$ cat src/rtl/led_pattern_gen_pkg.sv
// led_pkg: mode and direction encodings shared by the LED pattern generator
package led_pkg;

   typedef enum logic [1:0] {
      BLINK    = 2'd0,
      CHASE_L  = 2'd1,
      CHASE_R  = 2'd2,
      PINGPONG = 2'd3
   } mode_t;

   typedef enum logic {
      UP   = 1'b0,
      DOWN = 1'b1
   } dir_t;

endpackage

$ cat src/rtl/led_pattern_gen_tick_div.sv
// led_tick_div: prescaler emitting one tick per DIV enabled cycles, clearable
module led_tick_div #(
   parameter int DIV = 25_000_000
) (
   input  logic clk,
   input  logic reset_n,
   input  logic en,
   input  logic clr,
   output logic tick
);

   localparam int W = (DIV > 1) ? $clog2(DIV) : 1;

   logic [W-1:0] cnt;

   assign tick = en && (cnt == W'(DIV - 1));

   // count enabled cycles, wrap on tick, restart on clear
   always_ff @(posedge clk or negedge reset_n)
      if (!reset_n)
         cnt <= '0;
      else if (clr || tick)
         cnt <= '0;
      else if (en)
         cnt <= cnt + 1'b1;

endmodule

$ cat src/rtl/led_pattern_gen.sv
// led_pattern_gen: LED pattern sequencer; define LED_PATTERN_GEN_PINGPONG_EN to build the PINGPONG mode
module led_pattern_gen
   import led_pkg::*;
#(
   parameter int WIDTH = 8,
   parameter int DIV   = 25_000_000
) (
   input  logic             clk,
   input  logic             reset_n,
   input  logic             en,
   input  logic [1:0]       mode,
   output logic [WIDTH-1:0] OUT,
   output logic             step
);

   mode_t            mode_q;
   logic             chg;
   logic             tick;
   logic [WIDTH-1:0] nxt;

   assign chg = (mode != mode_q);

   led_tick_div #(.DIV(DIV)) u_div (
      .clk     (clk),
      .reset_n (reset_n),
      .en      (en),
      .clr     (chg),
      .tick    (tick)
   );

`ifdef LED_PATTERN_GEN_PINGPONG_EN
   dir_t dir;
   dir_t dir_nxt;
   logic one_hot;

   assign one_hot = (OUT != '0) && ((OUT & (OUT - WIDTH'(1))) == '0);

   // next pattern and bounce direction for the current mode
   always_comb begin
      nxt     = ~OUT;
      dir_nxt = dir;
      case (mode_q)
         CHASE_L:  nxt = (OUT == '0) ? WIDTH'(1) : {OUT[WIDTH-2:0], OUT[WIDTH-1]};
         CHASE_R:  nxt = (OUT == '0) ? {1'b1, {(WIDTH-1){1'b0}}} : {OUT[0], OUT[WIDTH-1:1]};
         PINGPONG: begin
            if (!one_hot) begin
               nxt     = WIDTH'(1);
               dir_nxt = UP;
            end else if (dir == UP) begin
               nxt     = OUT[WIDTH-1] ? (OUT >> 1) : (OUT << 1);
               dir_nxt = OUT[WIDTH-1] ? DOWN : UP;
            end else begin
               nxt     = OUT[0] ? (OUT << 1) : (OUT >> 1);
               dir_nxt = OUT[0] ? UP : DOWN;
            end
         end
         default:  nxt = ~OUT;
      endcase
   end

   // bounce direction, reset to UP on mode change, advanced on tick
   always_ff @(posedge clk or negedge reset_n)
      if (!reset_n)
         dir <= UP;
      else if (chg)
         dir <= UP;
      else if (tick)
         dir <= dir_nxt;
`else
   // next pattern for the current mode; mode 3 falls back to blinking
   always_comb begin
      nxt = ~OUT;
      case (mode_q)
         CHASE_L: nxt = (OUT == '0) ? WIDTH'(1) : {OUT[WIDTH-2:0], OUT[WIDTH-1]};
         CHASE_R: nxt = (OUT == '0) ? {1'b1, {(WIDTH-1){1'b0}}} : {OUT[0], OUT[WIDTH-1:1]};
         default: nxt = ~OUT;
      endcase
   end
`endif

   // mode tracking, pattern register and step pulse; mode change beats tick
   always_ff @(posedge clk or negedge reset_n)
      if (!reset_n) begin
         mode_q <= BLINK;
         OUT    <= '0;
         step   <= 1'b0;
      end else begin
         mode_q <= mode_t'(mode);
         step   <= tick && !chg;
         if (chg)
            OUT <= '0;
         else if (tick)
            OUT <= nxt;
      end

endmodule

$ cat config.mk
export PLATFORM = sky130hd
export DESIGN_NAME = led_pattern_gen
export DESIGN_NICKNAME = d
export VERILOG_FILES = /design/src/rtl/led_pattern_gen_pkg.sv /design/src/rtl/led_pattern_gen_tick_div.sv /design/src/rtl/led_pattern_gen.sv
export SDC_FILE = /design/constraint.sdc
export NUM_CORES = 1
export LEC_CHECK = 0
export BUFFER_PORTS_ARGS = -buffer_cell sky130_fd_sc_hd__buf_2
export CAP_MARGIN = 5
export CORE_MARGIN = 2
export CORE_UTILIZATION = 55
export CTS_CLUSTER_SIZE = 24
export DETAILED_ROUTE_END_ITERATION = 8
export GPL_ROUTABILITY_DRIVEN = 1
export PLACE_DENSITY = 0.86
export SLEW_MARGIN = 15
export SYNTH_ARGS = -nofsm -noshare
export SYNTH_HDL_FRONTEND = slang
export SYNTH_SLANG_ARGS = --single-unit
$ cat constraint.sdc
create_clock -name clk -period 6 [get_ports clk]
set_clock_uncertainty 0.2 [all_clocks]
set_input_delay 1.2 -clock clk [delete_from_list [all_inputs] [get_ports clk]]
set_output_delay 1.2 -clock clk [all_outputs]
set_load 0.02 [all_outputs]
==> results_dict.tcl, run 1 <==
set metrics [dict create \
    leakagePower_nw 0.8152 \
    layout-drive-gt1-share_pct 14.22 \
    critical_path_class "reg -> reg" \
    power_w 0.0004486 \
    insertion_delay_ns 0.36 \
    diodes 0 \
    synth-main-ff-cell "dfrtp_1" \
    synth_top_family_by_area "simple AND/OR/NAND/NOR gates" \
    grt_pass1_wl_mm 7.300 \
    slew_viol_final 0 \
    cts_setup_buffers 0 \
    synth_area_um2 2004 \
    core-area_um2 3416 \
    syn-num-nets 217 \
    die_w_um 64.37 \
    p_per_area_nw_per_um2 208.6 \
    crit_path_end_kind "flip-flop" \
    cts_htree_levels 2 \
    drc_errors 0 \
    postRouteWirelength_mm 4.101 \
    fin_ws_ns 2.863 \
    critPathMaxFanout 25 \
    hold_viol_final 0 \
    numPortBuffers 13 \
    hold_class "reg -> reg" \
    max-vdd-ir-drop_v 0.0001486 \
    io_pins 14 \
    routabilityCongestion 0.8079 \
    synth-seq-cells 36 \
    synth_cells 209 \
    grt_overflow 0 \
    min_period_ns 3.137 \
    synth-compound-area-share_pct 20.85 \
    clk_pin_slew_worst_paths_ns 0.11 \
    reg2reg_depth 4 \
    max_freq_mhz 318.8 \
    tns_ns 0 \
    post-place-ws_ns 2.778 \
    antenna_left 0 \
    n_fill_cell 304 \
    yosys.area_share.adder_pct 1.873 \
    arrival_ns 3.15 \
    drt_iter0_markers 92 \
    cts_tree "done" \
    grt_util_all_layers_pct 23.31 \
    required_ns 6.01 \
    max-clock-path-buffers 2 \
    cts_root_buf "clkbuf_4" \
    syn_area_per_cell_um2 9.591 \
    tightest_slew_ns 1.004 \
    r2r_setup_slack_ns 2.86 \
    relSlewSlack_pct 32.48 \
    yosys_warnings 0 \
    cts_hold_buf 0 \
    vias 1644 \
    first_global_vias 1566 \
    worstHoldPathCells 2 \
    synth-seq-area-share_pct 44.94 \
    wl_per_cell_um 15.53 \
    seqCellArea_um2 900.9 \
    status "completed" \
    synth-edff-count 0 \
    ctsResizeCount 0 \
    timing.final.crit_share_pct 52.29 \
    rows 21 \
    synth_cell_types 40 \
    startpoint_type "flip-flop" \
    fp.dieArea_um2 4144 \
    clock_sinks 36 \
    grt_antenna_before_repair 0 \
    rsz0062_at_grt "no" \
    cts_buffers 5 \
    synthXorXnorAreaFrac_pct 5.243 \
    finalNetCount 225 \
    drv_cap 0 \
    initial_core_util_pct 58.68 \
    grt_max_degree 37 \
    synth_simple_gate_area_share_pct 22.10 \
    fp.dieH_um 64.37 \
    multiInputGateArea_um2 1013 \
    finalSetupViolations 0 \
    routed_via_density 6.227 \
    syn_to_final_growth_pct 7.303 \
    async_flop_share_pct 100.0 \
    synth.area.mux_share_pct 0.4994 \
    dr.pass1.iters 4 \
    hpwl_mm 2.710 \
]
==> registers in the layout, summed over array words and instances, names as in the netlist <==
signal,cells
u_div.cnt,25
OUT,8
mode_q,2
step,1
==> critical path: stages, from the launching register on <==
cell	delay (ns)
dfrtp_1	0.44
or4b_2	0.70
nor4_2	0.77
a21o_1	0.75
nor2_1	0.12
==> worst paths after layout <==
| path | to | startpoint |
|---|---|---|
| worst min-delay path | u_div.cnt[24] | u_div.cnt[24] |
| worst min register to register | u_div.cnt[24] | u_div.cnt[24] |
| worst max register to register | u_div.cnt[2] | u_div.cnt[7] |
| min in group asynchronous | OUT[7] | reset_n |
| max in group asynchronous | OUT[1] | reset_n |
| worst max-delay path | u_div.cnt[2] | u_div.cnt[7] |
==> per-layer routing <==
layer,wire [um],vias to the layer above,GRT usage [%]
met3,149,6,6.514
li1,-,802,-
met5,0,-,0
met4,61,0,8.777
met2,2098,28,38.15
met1,1791,808,29.39
==> stage by stage <==
step                      utilization [%]  hold slack (ns)  cell area [um2]  cells
after floorplan                         -           0.3128             2004    209
after global placement              60.62           0.3259             2071    256
after detailed placement            60.62           0.3621             2071    256
after CTS                           62.97           0.3829             2151    264
after global routing                62.97           0.4064             2151    264
final                               62.97           0.3802             2151    264
==> cells in the mapped netlist (3+ instances only) <==
library cell  count  area (um2)
nand2_1           8       30.03
a211oi_1          6       45.04
dfrtp_1          36       900.9
a22oi_1           7       52.55
ha_1              3       37.54
a31oi_1           7       43.79
o21a_1            6       45.04
inv_1             7       26.28
clkbuf_1          6       22.52
nand3_1           7       35.03
xor2_1            3       26.28
o31ai_1          10       75.07
nand4_1           6       37.54
nand2b_1          7       43.79
xnor2_1           9       78.83
or3_1             5       31.28
or4_1            11       82.58
o21ai_0           4       20.02
nor3_1            3       15.01
a21oi_1          15       75.07
nor2_1           15       56.30
buf_2             6       30.03
==> placed cells by master (no fill, tap or decap), types with 4 or more instances in the layout <==
master	n
a211oi_1	6
a21oi_1	15
a22oi_1	7
a31oi_1	7
buf_2	13
clkbuf_4	5
dfrtp_1	36
inv_1	7
nand2_1	8
nand2b_1	7
nand3_1	7
nand4_1	6
nor2_1	15
o21a_1	6
o21ai_0	4
o31ai_1	10
or3_1	5
or4_1	11
xnor2_1	9
==> layout make-up <==
| type | count | area share (%) |
|---|---|---|
| multi-input combinational | 153 | 47.12 |
| sequential | 36 | 41.88 |
| timing repair buffer | 14 | 3.374 |
| tap | 46 | 2.676 |
| clock inverter | 3 | 1.978 |
| clock buffer | 5 | 1.745 |
| inverter | 7 | 1.222 |
==> kinds of logic after synthesis <==
logic type | after synthesis
simple gates | 75
compound gates | 62
flops | 36
buf+inv | 20
xor+xnor | 12
fa+ha+maj | 3
mux | 1
==> power by group <==
| group | internal (W) | switching, W | leakage [nW] | total, W |
|---|---|---|---|---|
| Combinational | 0.00000830 | 0.0000209 | 0.276 | 0.0000292 |
| Clock | 0.0000868 | 0.0000871 | 0.0412 | 0.000174 |
| Sequential | 0.000244 | 0.00000162 | 0.498 | 0.000246 |
No activity file was read; power rests on OpenSTA's default activity.
==> run 2, diff against run 1 <==
Clock period 6 ns to 2.9 ns, I/O delays scaled along.
==> run 2 against run 1 <==
Effect of this change:
- final cell count rose by 0.76%
- non-clock buffer count rose by 2
- register-to-register slack got worse by 2.4 ns
- largest cell class unchanged
- largest power group unchanged
==> results_dict.tcl, run 2 (synthesis results as in run 1) <==
set metrics [dict create \
    final_common_cell "dfrtp_1" \
    rows 21 \
    cts_buffers 5 \
    mostFrequentLayoutCells "dfrtp_1, nor2_1, a21oi_1" \
    cts_root_buf "clkbuf_4" \
    fp.dieH_um 64.37 \
    leakagePower_nw 0.8282 \
    reg2reg_from "u_div.cnt[0]" \
    first_global_vias 1492 \
    initial_core_util_pct 58.68 \
    drc_errors 0 \
    cts_tree "done" \
    reg2reg_depth 5 \
    path_cells "ha_1 -> nand2_1 -> or4_1 -> or4_1 -> a21oi_1" \
    finalSetupViolations 0 \
    min_period_ns 2.404 \
    hold_viol_final 0 \
    cts_setup_buffers 0 \
    io_pins 14 \
    max-vdd-ir-drop_v 0.0003547 \
    tightest_slew_ns 0.7782 \
    antenna_left 0 \
    finalNetCount 227 \
    routabilityCongestion 0.8127 \
    drv_cap 0 \
    top_register "u_div.cnt" \
    critical_path_class "reg -> reg" \
    core-area_um2 3416 \
    layout-drive-gt1-share_pct 15.00 \
    dr.pass1.iters 4 \
    max-clock-path-buffers 2 \
    relSlewSlack_pct 48.12 \
    status "completed" \
    wl_per_cell_um 14.84 \
    diodes 0 \
    post-place-ws_ns 0.3691 \
    hpwl_mm 2.664 \
    cp_common_cell "or4_1" \
    grt_overflow 0 \
    slowest_stage "or4_1" \
    tns_ns 0 \
    slew_viol_final 0 \
    crit_path_end_kind "flip-flop" \
    syn_to_final_growth_pct 7.927 \
    largest_reg_flops 25 \
    required_ns 2.98 \
    cts_htree_levels 2 \
    fin_ws_ns 0.4962 \
    max_freq_mhz 416.0 \
    numPortBuffers 13 \
    fp.dieArea_um2 4144 \
    dp.cells 258 \
    critPathMaxFanout 15 \
    insertion_delay_ns 0.36 \
    grt_antenna_before_repair 0 \
    postRouteWirelength_mm 3.948 \
    r2r_setup_slack_ns 0.50 \
    arrival_ns 2.48 \
    grt_util_all_layers_pct 21.63 \
    hold_class "in -> async" \
    ctsResizeCount 0 \
    p_per_area_nw_per_um2 404.7 \
    clk_pin_slew_worst_paths_ns 0.12 \
    timing.final.crit_share_pct 82.89 \
    rsz0062_at_grt "no" \
    cts_hold_buf 0 \
    slowest_delay_ns 0.70 \
    startpoint_type "flip-flop" \
    die_w_um 64.37 \
    drt_iter0_markers 128 \
    vias 1647 \
    n_fill_cell 281 \
    grt_pass1_wl_mm 6.824 \
    regToRegEndpoint "u_div.cnt[16]" \
    clock_sinks 36 \
    routed_via_density 6.192 \
    grt_max_degree 37 \
    final_cells 266 \
    top_regs "u_div.cnt (25), OUT (8), mode_q (2)" \
]
[run 2: changes by cell type in the layout (fill, tap and decap cells not counted), sizes merged]
cell	delta
buf	+2
bufinv	-1
clkbuf	+1
clkinvlp	-1
inv	+1
[run 2: worst max path at each step]
stage                             from             to  slack, ns  cells past startpoint
after global placement              en  u_div.cnt[24]       0.42                      5
final                     u_div.cnt[0]  u_div.cnt[16]       0.50                      5
after global routing      u_div.cnt[0]  u_div.cnt[16]       0.36                      5
after CTS                 u_div.cnt[0]  u_div.cnt[16]       0.50                      5
after detailed placement            en  u_div.cnt[16]       0.37                      5
after floorplan                     en  u_div.cnt[23]       0.52                      6
[run 2: power breakdown]
| part | switching (W) | internal (W) |
|---|---|---|
| combinational | 0.0000445 | 0.0000225 |
| clock | 0.000181 | 0.000120 |
| sequential | 0.00000306 | 0.000505 |
| total | 0.000228 | 0.000647 |
[run 2: layout make-up]
| class | instances | area (um2) | area share [%] |
|---|---|---|---|
| multi-input cells | 153 | 1013 | 46.85 |
| flip-flops and latches | 36 | 900.9 | 41.64 |
| repair buffers | 16 | 100.1 | 4.627 |
| well taps | 46 | 57.56 | 2.661 |
| clock buffers | 6 | 51.30 | 2.371 |
| inverters | 7 | 26.28 | 1.215 |
| clock inverters | 2 | 13.76 | 0.6362 |
[run 2: metrics by stage]
stage	utilization, %	total power (W)	hold slack, ns	area [um2]
4_1_cts	63.33	0.0008828	0.1194	2163
5_1_grt	63.33	0.0009127	0.1337	2163
2_1_floorplan	-	0.0005582	0.08441	2004
3_3_place_gp	61.43	0.0005836	0.3266	2098
3_5_place_dp	61.43	0.0005846	0.3459	2098
6_report	63.33	0.0008754	0.09082	2163
[run 2: per-layer routing]
metal	global-route usage (%)	vias to the layer above	share of wire [%]
met5	0	-	0
met3	5.810	8	4.4
met4	9.309	0	1.6
met1	29.36	787	46
met2	32.68	47	48
li1	-	805	-
[run 2: critical path: cells and delay by family (launching register included)]
family / cells / cell delay, ns
compound gates: 1 / 0.16
fa+ha+maj: 1 / 0.20
flops: 1 / 0.42
simple gates: 3 / 1.35
